## src/rtl/apb_master_ctrl.sv

```systemverilog
// APB master: one command at a time through IDLE/SETUP/ACCESS/RESP, with
// optional ACCESS-phase timeout; every output is registered.
module apb_master_ctrl #(
    parameter int unsigned TIMEOUT_CYCLES = 256
) (
    input  logic        clk_apbm,
    input  logic        rst_apbm_n,
    input  logic        cmd_valid,
    output logic        cmd_ready,
    input  logic        cmd_write,
    input  logic [31:0] cmd_addr,
    input  logic [31:0] cmd_wdata,
    input  logic [3:0]  cmd_pstrb,
    input  logic [2:0]  cmd_pprot,
    output logic        rsp_valid,
    input  logic        rsp_ready,
    output logic [31:0] rsp_rdata,
    output logic        rsp_slverr,
    output logic        rsp_timeout,
    output logic        m_psel,
    output logic        m_penable,
    output logic        m_pwrite,
    output logic [31:0] m_paddr,
    output logic [31:0] m_pwdata,
    output logic [2:0]  m_pprot,
    output logic [3:0]  m_pstrb,
    input  logic [31:0] m_prdata,
    input  logic        m_pready,
    input  logic        m_pslverr
);
    typedef enum logic [1:0] {IDLE, SETUP, ACCESS, RESP} state_t;

    localparam logic [16:0] TMO = 17'(TIMEOUT_CYCLES);

    state_t      state;
    logic [15:0] cnt;
    logic [16:0] cnt_next;
    logic        tmo_hit;

    assign cnt_next = {1'b0, cnt} + 17'd1;
    // pready has priority over a timeout expiring in the same cycle
    assign tmo_hit  = (TMO != 17'd0) && !m_pready && (cnt_next == TMO);

    always_ff @(posedge clk_apbm or negedge rst_apbm_n) begin
        if (!rst_apbm_n) begin
            state       <= IDLE;
            cnt         <= '0;
            cmd_ready   <= 1'b0;
            rsp_valid   <= 1'b0;
            rsp_rdata   <= '0;
            rsp_slverr  <= 1'b0;
            rsp_timeout <= 1'b0;
            m_psel      <= 1'b0;
            m_penable   <= 1'b0;
            m_pwrite    <= 1'b0;
            m_paddr     <= '0;
            m_pwdata    <= '0;
            m_pprot     <= '0;
            m_pstrb     <= '0;
        end else begin
            case (state)
                IDLE: begin
                    cmd_ready <= 1'b1;
                    if (cmd_valid && cmd_ready) begin
                        cmd_ready <= 1'b0;
                        m_psel    <= 1'b1;
                        m_pwrite  <= cmd_write;
                        m_paddr   <= cmd_addr;
                        m_pwdata  <= cmd_wdata;
                        m_pprot   <= cmd_pprot;
                        m_pstrb   <= cmd_write ? cmd_pstrb : 4'h0;
                        cnt       <= '0;
                        state     <= SETUP;
                    end
                end
                SETUP: begin
                    m_penable <= 1'b1;
                    state     <= ACCESS;
                end
                ACCESS: begin
                    if (m_pready || tmo_hit) begin
                        rsp_valid   <= 1'b1;
                        rsp_timeout <= !m_pready;
                        rsp_slverr  <= m_pready ? m_pslverr : 1'b1;
                        rsp_rdata   <= (m_pready && !m_pwrite) ? m_prdata : 32'h0;
                        m_psel      <= 1'b0;
                        m_penable   <= 1'b0;
                        m_pwrite    <= 1'b0;
                        m_paddr     <= '0;
                        m_pwdata    <= '0;
                        m_pprot     <= '0;
                        m_pstrb     <= '0;
                        state       <= RESP;
                    end else begin
                        cnt <= cnt_next[15:0];
                    end
                end
                RESP: begin
                    if (rsp_ready) begin
                        rsp_valid   <= 1'b0;
                        rsp_rdata   <= '0;
                        rsp_slverr  <= 1'b0;
                        rsp_timeout <= 1'b0;
                        cmd_ready   <= 1'b1;
                        state       <= IDLE;
                    end
                end
                default: state <= IDLE;
            endcase
        end
    end
endmodule

```

## config.mk

```make
export PLATFORM = sky130hd
export DESIGN_NAME = apb_master_ctrl
export DESIGN_NICKNAME = d
export VERILOG_FILES = /design/src/rtl/apb_master_ctrl.sv
export SDC_FILE = /design/constraint.sdc
export NUM_CORES = 1
export LEC_CHECK = 0
export CORE_MARGIN = 2
export CORE_UTILIZATION = 50
export DETAILED_ROUTE_END_ITERATION = 10
export DONT_BUFFER_PORTS = 1
export PLACE_DENSITY_LB_ADDON = 0.1
export SYNTH_ARGS = -nofsm -noshare
export SYNTH_HDL_FRONTEND = slang
export SYNTH_SLANG_ARGS = --single-unit
```

## constraint.sdc

```tcl
create_clock -name clk_apbm -period 4 [get_ports clk_apbm]
set_input_delay 0.8 -clock clk_apbm [delete_from_list [all_inputs] [get_ports clk_apbm]]
set_output_delay 0.8 -clock clk_apbm [all_outputs]
set_load 0.02 [all_outputs]
```

# After elaboration in Yosys (flattened, before gate mapping)
# Cells that the tools add are included.
[op_classes]
n_eq_ne = 8
reduce_logical = 17
add_sub_neg = 1
n_mux = 40
[op_table]
columns = ["operator", "count"]
rows = [
  ["$mux W32", 6],
  ["$pmux W32 S2", 3],
  ["$mux W16", 2],
  ["$pmux W16 S2", 1],
  ["$add A16 B1 Y17 const B", 1],
  ["$eq A17 B9 Y1 const B", 1],
  ["$pmux W1 S2", 7],
  ["$mux W4", 3],
  ["$reduce_and A3 Y1", 4],
  ["$mux W1", 10],
  ["$ne A2 B2 Y1 const B", 4],
  ["$pmux W2 S4", 1],
  ["$pmux W4 S2", 1],
  ["$reduce_bool A2 Y1", 4],
  ["$mux W2", 3],
  ["$mux W3", 2],
  ["$pmux W3 S2", 1],
  ["$eq A2 B2 Y1 const B", 2],
  ["$reduce_and A2 Y1", 2],
  ["$logic_and A1 B1 Y1", 3],
  ["$eq A2 B1 Y1 const B", 1],
  ["$logic_not A1 Y1", 2],
  ["$logic_not A2 Y1", 1],
  ["$logic_or A1 B1 Y1", 1],
]
[totals]
output_inout_bits = 110
reg_bits = 128
wordCells = 80
inputBits = 110

# Longest topological paths before layout
# Gate-level depths: netlist of run 1.
[depth]
word_depth = 6
ltp_mapped = 12

# Worst setup path after synthesis of run 1
# OpenSTA, ideal clock, no wires.
[synth_path]
path_type = "register -> register"
from = "reg cnt[0]"
to = "reg m_paddr[10]"
required_time_ps = 3879
stages_incl_launch_ff = 12
n_path_buf = 3
arrival_ps = 2549
synth_period_minus_slack_ps = 2669
setup_slack_ps = 1331
cell_sequence = "dfrtp_1 > ha_1 > and3_1 > and3_1 > a2111oi_1 > o2111a_1 > a31oi_1 > buf_2 > a21o_1 > buf_6 > buf_6 > a22o_1"
[synth_between]
elab_chain_len = 6
[synth_rtl]
columns = ["element", "line_no", "text"]
rows = [
  ["start: declaration", "36", "logic [15:0] cnt;"],
  ["start signal: assignment", "95", "cnt <= cnt_next[15:0];"],
  ["$add A16 B1 Y17", "40", "assign cnt_next = {1'b0, cnt} + 17'd1;"],
  ["$eq A17 B9 Y1", "42", "assign tmo_hit = (TMO != 17'd0) && !m_pready && (cnt_next == TMO);"],
  ["$logic_and A1 B1 Y1", "42", ""],
  ["$logic_or A1 B1 Y1", "81", "if (m_pready || tmo_hit) begin"],
  ["$ne A2 B2 Y1 (no line)", "-", ""],
  ["$reduce_and A3 Y1 (no line)", "-", ""],
  ["end signal: assignment", "68", "m_paddr <= cmd_addr;"],
  ["end: declaration", "23", "output logic [31:0] m_paddr,"],
]
# Every way passes these cells.
# A chain may end at the register's enable or synchronous reset.

# Worst setup path after layout of run 1
[layout_path]
from = "reg cnt[0]"
to = "reg m_pwdata[1]"
[layout_between]
elab_chain_len = 6
[layout_rtl]
columns = ["element", "line_no", "text"]
rows = [
  ["$add A16 B1 Y17", "40", ""],
  ["$eq A17 B9 Y1", "42", ""],
  ["$logic_and A1 B1 Y1", "42", ""],
  ["$logic_or A1 B1 Y1", "81", ""],
  ["$ne A2 B2 Y1 (no line)", "-", ""],
  ["$reduce_and A3 Y1 (no line)", "-", ""],
  ["end signal: assignment", "69", "m_pwdata <= cmd_wdata;"],
  ["end: declaration", "24", "output logic [31:0] m_pwdata,"],
]
# Every way passes these cells.

==> metrics.md, run 1 <==
| Metric | Value |
|---|---|
| Status | completed |
| WS Path Type | reg2reg |
| Slew @ Worst Pin | about 1.1 ns |
| Max-slew headroom | 0.256 |
| Share of layout cells above drive strength 1 | 0.0945 |
| Placed instance count | between 500 and 600 |
| Clock slew at the register clock pins of the worst setup and hold paths | approximately 0.060 ns |
| Die area | 0.0116 mm² |
| Final #Nets | around 540 |
| Unrepaired setup endpoints after global routing | false |
| ANT cells | 0 |
| Post-CTS setup buffer count | 0 |
| Crit-path max FO | between 70 and 80 |
| Crit path buf inv count | 2 |
| Max-slew violation count | 0 |
| GR Overflow Total | 0 |
| Final Hold Vio Count | 0 |
| Setup_tns | 0 ns |
| Worst path top cell family by delay | compound AO/OA/AOI/OAI gates |
| FF+latch count, synth | 128 |
| Routed wire length | ~12000 µm |
| Hold WC Path Type | in2async |
| Sw Ratio | 0.426 |
| Vias | 3603 |
| Switching power total | around 2.6 mW |
| Clk Latency, worst-skew pair | between 0.5 and 0.6 ns |
| Clock root buffer master | clkbuf_8 |
| FMAX | approximately 310 MHz |
| Crit share post-route | 0.798 |
| Pwr dens | 999 mW/mm² |
| Setup-failing EPs final | 0 |
| Clock skew | 0.00754 ns |
| Critical path endpoint category | flop |
| Total power | roughly 6.0 mW |
| Syn. warnings | 0 |
| Clock power frac | 0.248 |
| Sequential area share after synthesis | 0.595 |
| H-Tree Depth | 4 |
| Critical path's largest stage delay | approximately 0.44 ns |
| Final cell count without fillers | 570 |
| First-pass GRT wire length | about 19000 µm |
| Die width | 108 µm |
| Via-per-instance ratio | 6.32 |
| FP Rows | 37 |
| HPWL Detailed | 8160 µm |
| I/O pin count | 220 |
| Syn Inst Count | between 400 and 500 |
| Main synth FF type | dfrtp_1 |
| Initial Util | 0.519 |
| Num CTS Buffers | 17 |
| Combinational Power Share | 0.233 |
| LEAKAGE | 2.85 nW |
| Placer Congestion | approximately 0.84 |
| Synth Cell Area | 0.00538 mm² |
| Util after Layout | 0.579 |
| # port buffers | 0 |
| Final ANT Viol Nets | 0 |
| P&R area growth vs syn | 11.5% |
| Crit path launch type | flop |
| Core ar. | 0.0104 mm² |
| Initial antenna violation count | 0 |
| Mapped Nets | about 550 |
| Avg Inst Size Synth | 12.4 µm² |
| Max_cap viols | 0 |
| Clk sinks | between 100 and 150 |
| Drt first pass iters | 4 |
| DRC violations left | 0 |
| Critical Path, Cell by Cell | ha_1 > and3_1 > and3_1 > a2111oi_1 > o2111a_1 > a31oi_1 > buf_4 > a21o_2 > buf_4 > a22o_1 |
| EDFF count, synth | 0 |
| Largest net degree at the start of global routing | roughly 130 |
| P_int | around 3.4 mW |
| Die span in y | approximately 110 µm |
| Critical Path AT | between 3 and 4 ns |
| Seq pwr share | 0.519 |
| DR WL/cell | roughly 22 µm |
| CP Data Required Time | between 4 and 5 ns |
| Vias in the first global route | between 3000 and 4000 |
| Max VDD drop | ~0.45 mV |
| Max stage delay cell, worst path | dfrtp_1 |
| CTS tree | done |
| Yosys cell types | 47 |
| Gr usage total | 0.214 |
| Fin crit period | around 3.2 ns |
| Fraction of registers with async set/reset | 1.00 |
| Longest Clk Path Bufs | 2 |
| Starting DRT DRC Count | 255 |
## power by group through the flow
stage	Clock [mW]	Combinational [mW]	Sequential [mW]
floorplan	0	1.31	2.92
global placement	0	1.32	3.13
detailed placement	0	1.39	3.12
CTS	1.52	1.41	3.12
global route	1.59	1.56	3.20
finish	1.49	1.40	3.11
## placed cells by master (no fill, tap or decap), types with 7 or more instances in the layout
cell and count:
a31oi_1 11, o21ai_0 7, nand3_1 7, and3_1 11, inv_1 9, a21oi_1 10, a22o_1 100, nand2_1 16
nor2_1 18, dfrtp_1 128, clkbuf_16 16
## cell families (layout without fill, tap and decap cells)
kind of cell	after synthesis	after routing	share of synthesized area
AOI/OAI and AO/OA	160	160	0.243
DFF	128	128	0.595
and+or+nand+nor	83	83	0.0837
buffers and inverters	47	47	0.0460
muxes	8	8	0.0160
adders and majority gates	5	5	0.0116
xor gates and xnor gates	3	3	0.00488
## per-stage QoR
| stage | instance area [µm²] | hold WS [ns] | setup slack [ns] |
|---|---|---|---|
| 3_3_place_gp | 5400 | 0.508 | 0.870 |
| 5_1_grt | 6000 | 0.285 | 0.538 |
| 3_5_place_dp | 5400 | 0.510 | 0.836 |
| 4_1_cts | 6000 | 0.267 | 0.820 |
| 6_report | 6000 | 0.178 | 0.809 |
| 2_1_floorplan | 5380 | 0.480 | 1.33 |
## flip-flops by register name (all words and copies together) (netlist names), 2 cells and up
name,cells
m_paddr,32
m_pwdata,32
rsp_rdata,32
cnt,16
m_pstrb,4
m_pprot,3
state,2
## timing repair
item / 4_1_cts / 5_1_grt
gates resized for setup: 0 / 0
hold buffers: 1 / 0
hold endpoints to repair: 128 / 0
## layout make-up
class                      count  area [µm²]
tap                          136         170
clock buffer                  20         445
clock inverter                12         133
inverter                       9        33.8
fill                         873        4370
timing repair buffer           6        65.1
multi-input combinational    259        1950
sequential                   128        3200
## path summary, 6_finish.rpt
check / start / end / slack, ns / cells after the start
min in group clk_apbm: cmd_wdata[14] / m_pwdata[14]$_DFFE_PN0P_ / 0.41 / 1
worst min register to register: cnt[15]$_DFFE_PN0P_ / cnt[15]$_DFFE_PN0P_ / 0.52 / 1
max in group asynchronous: rst_apbm_n / cnt[6]$_DFFE_PN0P_ / 3.24 / 1
worst max-delay path: cnt[0]$_DFFE_PN0P_ / m_pwdata[1]$_DFFE_PN0P_ / 0.81 / 10
worst max register to register: cnt[0]$_DFFE_PN0P_ / m_pwdata[1]$_DFFE_PN0P_ / 0.81 / 10
worst min-delay path: rst_apbm_n / cnt[10]$_DFFE_PN0P_ / 0.18 / 1
## per-layer routing
layer,global-route usage,vias to the layer above,wire length [µm],part of all wire
met5,0,-,0,0
met4,0.0733,0,129,0.011
met2,0.334,189,6030,0.49
met3,0.0956,16,1230,0.10
li1,-,1620,-,-
met1,0.266,1778,4890,0.40
## Yosys cell counts, types with 2 or more instances
library cell | count | area (µm²)
and3_1 | 11 | 68.8
nand2b_1 | 2 | 12.5
nor3_1 | 2 | 10.0
a31oi_1 | 11 | 68.8
a22o_1 | 100 | 876
o211ai_1 | 4 | 30.0
a32o_1 | 4 | 40.0
or3_1 | 2 | 12.5
nand2_1 | 16 | 60.1
inv_1 | 9 | 33.8
xnor2_1 | 2 | 17.5
a21boi_0 | 2 | 15.0
mux2i_1 | 3 | 30.0
nor3b_1 | 4 | 30.0
clkbuf_1 | 21 | 78.8
buf_6 | 8 | 90.1
dfrtp_1 | 128 | 3200
a221o_1 | 2 | 20.0
and2_1 | 5 | 31.3
o21a_1 | 2 | 15.0
nand3_1 | 7 | 35.0
nand4_1 | 6 | 37.5
buf_2 | 9 | 45.0
a21oi_1 | 10 | 50.1
mux2_1 | 5 | 56.3
o21ai_0 | 7 | 35.0
nor4bb_1 | 2 | 20.0
nor2_1 | 18 | 67.6
a21o_1 | 5 | 37.5
nor2b_1 | 6 | 37.5
ha_1 | 5 | 62.6
Power figures use the tool's default switching activity.
==> inputs of run 2 (changes only) <==
clock period = 2.8 ns   (was 4 ns; I/O delays follow)
==> run 2 against run 1 <==
The run now ends with negative hold slack left; combinational power up 52%; worst hold slack lost 0.44 ns; die area unchanged; largest cell class unchanged; register-to-register slack worse by 0.69 ns; clock skew is 0.0013 ns higher; critical path type unchanged; via count up 1.1%; non-clock buffer count increased by 9; global-route usage increased by 0.88 points.
==> metrics.md, run 2 (synthesized netlist as in run 1, its figures left out) <==
| Metric | Value |
|---|---|
| Pwr dens | around 1400 mW/mm² |
| Crit share post-route | 0.957 |
| HPWL Detailed | 8520 µm |
| Vias in the first global route | between 3000 and 4000 |
| Final ANT Viol Nets | 0 |
| Drt first pass iters | 4 |
| Placer Congestion | roughly 0.9 |
| Vias | 3641 |
| ANT cells | 0 |
| Util after Layout | 0.592 |
| Max-slew violation count | 0 |
| Post-CTS setup buffer count | 0 |
| Critical Path AT | just over 3 ns |
| DR WL/cell | 21.8 µm |
| Longest Clk Path Bufs | 2 |
| Failing checks | negative hold slack |
| LEAKAGE | 2.91 nW |
| Clock slew at the register clock pins of the worst setup and hold paths | roughly 0.06 ns |
| Hold Worst Slack | -0.258 ns |
| Slew @ Worst Pin | roughly 0.66 ns |
| Commonest cells after routing, fill and taps aside | dfrtp_1 (126), a22o_1 (100), nor2_1 (18) |
| Num CTS Buffers | 17 |
| Hold WC Path Type | in2async |
| Initial antenna violation count | 0 |
| CP Data Required Time | between 3 and 4 ns |
| DRC violations left | 0 |
| Final #Nets | 545 |
| Share of layout cells above drive strength 1 | 0.126 |
| Largest net degree at the start of global routing | 129 |
| Die span in y | approximately 110 µm |
| Reg-to-reg critical path startpoint | cnt[0]$_DFFE_PN0P_ |
| Crit path buf inv count | 1 |
| Critical Path, Cell by Cell | ha_1 > and3_1 > and3_2 > a2111oi_4 > o2111a_1 > a31oi_2 > a21o_2 > buf_12 > a22o_1 |
| CTS tree | done |
| Setup-failing EPs final | 0 |
| WS Path Type | reg2reg |
| Max stage delay cell, worst path | dfrtp_2 |
| Flop2flop setup slack | ~0.12 ns |
| H-Tree Depth | 4 |
| Clock root buffer master | clkbuf_8 |
| FMAX | about 370 MHz |
| I/O pin count | 220 |
| FP Rows | 37 |
| P&R area growth vs syn | 14.0% |
| Stages on worst setup path | 9 |
| Worst slack at placement | -0.0291 ns |
| Die area | roughly 0.012 mm² |
| Clock skew | 0.00889 ns |
| # port buffers | 0 |
| Critical path's largest stage delay | 0.44 ns |
| Max-slew headroom | 0.554 |
| Clk sinks | 128 |
| Final Hold Vio Count | about 130 |
| Crit-path max FO | 73 |
| Gr usage total | 0.223 |
| Worst r2r path cells | 9 |
| Most common cell after layout, fill and taps aside | dfrtp_1 |
| GR Overflow Total | 0 |
| Status | finished with violations |
| Via-per-instance ratio | ~6.3 |
| Clk Latency, worst-skew pair | around 0.5 ns |
| Placed instance count | 547 |
| Routed wire length | roughly 13000 µm |
| Total power | ~8.8 mW |
| Critical path endpoint category | flop |
| Final cell count without fillers | between 500 and 600 |
| Fin crit period | approximately 2.7 ns |
| Worst path top cell family by delay | compound AO/OA/AOI/OAI gates |
| Biggest registers after layout | m_paddr: 32 flops, m_pwdata: 32 flops, rsp_rdata: 32 flops |
| Core ar. | a little over 0.01 mm² |
| Die width | about 110 µm |
| Starting DRT DRC Count | about 210 |
| First-pass GRT wire length | about 20000 µm |
| Crit path launch type | flop |
| R2R Path End | m_paddr[30]$_DFFE_PN0P_ |
| Crit path setup slack, layout | around 0.12 ns |
| Max VDD drop | just over 0.7 mV |
| Max_cap viols | 0 |
| Initial Util | 0.519 |
==> run 2: repair_timing <==
item / in CTS / in global routing
pin swaps: 1 / 1
hold endpoints to repair: 128 / 128
resized for setup: 2 / 5
endpoints found under the setup margin: 46 / 113
==> run 2: area by class of cell <==
cell class | count | area (µm²)
Multi-Input combinational cell | 259 | 1980
Clock buffer | 18 | 418
Sequential cell | 128 | 3210
Tap cell | 136 | 170
Clock inverter | 14 | 179
Inverter | 9 | 33.8
Timing Repair Buffer | 15 | 150
Fill cell | 862 | 4230
==> run 2: power by group <==
part | switching [mW] | leakage [nW] | internal (mW)
combinational | 1.11 | 0.906 | 1.02
clock | 0.831 | 0.288 | 1.37
sequential | 1.75 | 1.71 | 2.70
==> run 2: worst max path at each step <==
| stage | start | end |
|---|---|---|
| after global placement | cnt[0]$_DFFE_PN0P_ | rsp_rdata[1]$_DFFE_PN0P_ |
| final | cnt[0]$_DFFE_PN0P_ | m_paddr[30]$_DFFE_PN0P_ |
| after floorplan | cnt[0]$_DFFE_PN0P_ | m_paddr[10]$_DFFE_PN0P_ |
| after CTS | cnt[0]$_DFFE_PN0P_ | m_paddr[30]$_DFFE_PN0P_ |
| after detailed placement | cnt[0]$_DFFE_PN0P_ | rsp_rdata[22]$_DFFE_PN0P_ |
| after global routing | cnt[3]$_DFFE_PN0P_ | cnt[9]$_DFFE_PN0P_ |
==> run 2: metrics by stage <==
stage               hold WS [ns]  instance area (µm²)   TNS, ns
detailed placement         0.269                 5510    -0.457
finish                    -0.258                 6140         0
floorplan                  0.264                 5380         0
CTS                       -0.278                 6110         0
global route              -0.294                 6140  -0.00799
global placement           0.268                 5510         0
==> run 2: per-layer routing <==
layer | track usage | vias to the layer above | part of all wire
met3 | 0.0908 | 13 | 0.092
met4 | 0.0723 | 0 | 0.014
met1 | 0.280 | 1803 | 0.39
met2 | 0.353 | 186 | 0.51
li1 | - | 1639 | -
met5 | 0 | - | 0
==> inputs of run 3 (changes only) <==
ABC_AREA = 1   (was not set)
SETUP_SLACK_MARGIN = 0.02   (was not set)
clock period = 2.9 ns   (was 2.8 ns; I/O delays follow)
==> run 3 against run 2 <==
The run still ends with negative hold slack left; fmax is 10% higher; core utilization fell by 1.8 points; register-to-register slack better by 0.35 ns; critical endpoint is now m_pprot[2]$_DFFE_PN0P_.
==> metrics.md, run 3 <==
| Metric | Value |
|---|---|
| Hold WC Path Type | in2async |
| CTS tree | done |
| GR Util met2 | 0.349 |
| Gr usage total | 0.221 |
| Max_cap viols | 0 |
| Crit path launch type | flop |
| Post-synth top cells | nand2_1 (409), dfrtp_1 (128), inv_1 (35), nand3_1 (32), nor2_1 (26) |
| Crit share post-route | 0.836 |
| Starting DRT DRC Count | ~240 |
| FF+latch count, synth | around 130 |
| Syn. warnings | 0 |
| Pwr dens | ~1300 mW/mm² |
| Die width | 110 µm |
| Mapped Nets | 817 |
| Synth Cell Area | roughly 0.0056 mm² |
| Mux share of post-synthesis cell area | 0 |
| WS Path Type | reg2reg |
| Failing checks | negative hold slack |
| Util after Layout | 0.573 |
| Biggest registers after layout | m_paddr: 32 flops, m_pwdata: 32 flops, rsp_rdata: 32 flops |
| Most common cell after layout, fill and taps aside | nand2_1 |
| Synth Area in Compound Gates | 0.0124 |
| Synth Area in Adders | 0.0111 |
| Max-slew headroom | 0.414 |
| Worst r2r path cells | 14 |
| Synth top area share | 0.569 |
| Slew @ Worst Pin | ~0.9 ns |
| Num CTS Buffers | 17 |
| I/O pin count | between 200 and 250 |
| Fraction of registers with async set/reset | 1.00 |
| Syn Inst Count | around 700 |
| Grt peak-use layer | met2 |
| Post-Synth XOR/XNOR Area | 0.00156 |
| Routed wire length | around 13000 µm |
| DR WL/cell | about 15 µm |
| Final cell count without fillers | around 850 |
| Avg Inst Size Synth | ~8.0 µm² |
| Clk Latency, worst-skew pair | 0.42 ns |
| LEAKAGE | 3.41 nW |
| Met3 Use GR | 0.114 |
| FP Rows | 38 |
| Sequential area share after synthesis | 0.569 |
| Via-per-instance ratio | 5.06 |
| Clk sinks | approximately 130 |
| Largest family of logic cells by synthesized area | simple AND/OR/NAND/NOR gates |
| Critical path endpoint category | flop |
| Main synth FF type | dfrtp_1 |
| Final Instance Area | around 0.0063 mm² |
| FMAX | slightly above 400 MHz |
| Max VDD drop | approximately 0.62 mV |
| Longest Clk Path Bufs | 2 |
| R2R Path End | m_pprot[2]$_DFFE_PN0P_ |
| Most common cell in the synthesized netlist | nand2_1 |
| Core ar. | 0.0109 mm² |
| Placed cell area | 0.00568 mm² |
| Placed instance count | approximately 820 |
| Reg-to-reg critical path startpoint | cnt[0]$_DFFE_PN0P_ |
| # port buffers | 0 |
| Clock skew | ~0.0057 ns |
| Vias in the first global route | approximately 4300 |
| Initial antenna violation count | 0 |
| Final ANT Viol Nets | 0 |
| P&R area growth vs syn | 11.4% |
| H-Tree Depth | 4 |
| Clock root buffer master | clkbuf_16 |
| ANT cells | 0 |
| First-pass GRT wire length | 20100 µm |
| Drt first pass iters | 5 |
| Flop2flop setup slack | approximately 0.47 ns |
| Commonest cells after routing, fill and taps aside | nand2_1 (409), dfrtp_1 (128), inv_1 (35) |
| Synth area leader | dfrtp_1 |
| Vias | 4320 |
| Initial Util | 0.515 |
| Largest net degree at the start of global routing | between 100 and 150 |
| HPWL Detailed | slightly above 9000 µm |
| Worst slack at placement | roughly 0.30 ns |
| Total power | just over 8 mW |
| DRC violations left | 0 |
| Max-slew violation count | 0 |
| Critical Path AT | between 2 and 3 ns |
| Simple-Gate Fraction of Synth Area | 0.352 |
| Fin crit period | 2.43 ns |
| Crit. Startpoint | cnt[0]$_DFFE_PN0P_ |
| Status | finished with violations |
| Yosys cell types | 24 |
| Die span in y | roughly 110 µm |
| Die area | between 0.01 and 0.015 mm² |
| Unrepaired setup endpoints after global routing | false |
| CP Data Required Time | roughly 3.2 ns |
| EDFF count, synth | 0 |
| Hold Worst Slack | -0.142 ns |
| Clock slew at the register clock pins of the worst setup and hold paths | 0.05 ns |
| Crit path setup slack, layout | between 0.4 and 0.5 ns |
| Setup-failing EPs final | 0 |
| Crit-path max FO | 73 |
| Final Hold Vio Count | 128 |
| Setup_tns | 0 ns |
| Final #Nets | approximately 820 |
| GR Util met1 | 0.248 |
| GR Overflow Total | 0 |
| Top post-synthesis cells by area | dfrtp_1 (57%), nand2_1 (27%), nand3_1 (2.8%) |
| Share of layout cells above drive strength 1 | 0.0645 |
| Placer Congestion | roughly 0.86 |
run 3: changes by cell type after synthesis, sizes merged, moves of 11 or more:
cell   before  now
and3       11    0
nand3       7   34
a31oi      11    0
inv         9   36
a22o      100    0
nand2      16  414
nor2       18   31
run 3: cells by family after synthesis:
family,count (synthesis)
AND/OR/NAND/NOR,491
AO/OA/AOI/OAI,14
XOR/XNOR,1
adder cells (fa/ha/maj),5
flip-flops,128
buffers and inverters,63
run 3: metal layers:
metal	routed length, µm	up-vias
met5	0	-
met4	313	0
met3	1340	20
met2	6190	180
met1	5180	1983
li1	-	2137
run 3: area by class of cell:
class                           count  area, µm²
Inverter                           37        139
Clock buffer                       24        482
Clock inverter                      8        103
Fill cell                        1030       4670
Sequential cell                   128       3200
Timing Repair Buffer                5       37.5
Multi-Input combinational cell    511       2130
Tap cell                          140        175
run 3: power breakdown:
| part | total, mW | switching, mW | internal [mW] |
|---|---|---|---|
| Sequential | 3.99 | 1.45 | 2.54 |
| Combinational | 2.17 | 1.52 | 0.648 |
| Clock | 2.08 | 0.749 | 1.33 |
run 3: worst max-delay path by stage:
stage	end	depth (start not counted)
4_1_cts	m_pwdata[20]$_DFFE_PN0P_	12
2_1_floorplan	m_psel$_DFFE_PN0P_	13
3_3_place_gp	m_paddr[25]$_DFFE_PN0P_	14
6_report	m_pprot[2]$_DFFE_PN0P_	14
3_5_place_dp	m_pwdata[20]$_DFFE_PN0P_	14
5_1_grt	m_pwdata[0]$_DFFE_PN0P_	12
run 3: repair_timing:
action,in CTS,in global routing
resized for setup,0,1
buffers inserted,0,0
setup endpoints to repair,0,73
hold endpoints to repair,128,128
run 3: critical path, cell delays in order (launching register included):
cell and delay [ns]:
dfrtp_1 0.43, ha_1 0.27, nand2_1 0.10, nor2_2 0.17
nand2_1 0.07, nand2_1 0.06, nand2_1 0.06, nor2_1 0.12
nand2_1 0.07, nor2_1 0.14, nand3_2 0.14, nand3_4 0.16
nand2_8 0.26, nand2_1 0.15, nand2_1 0.06
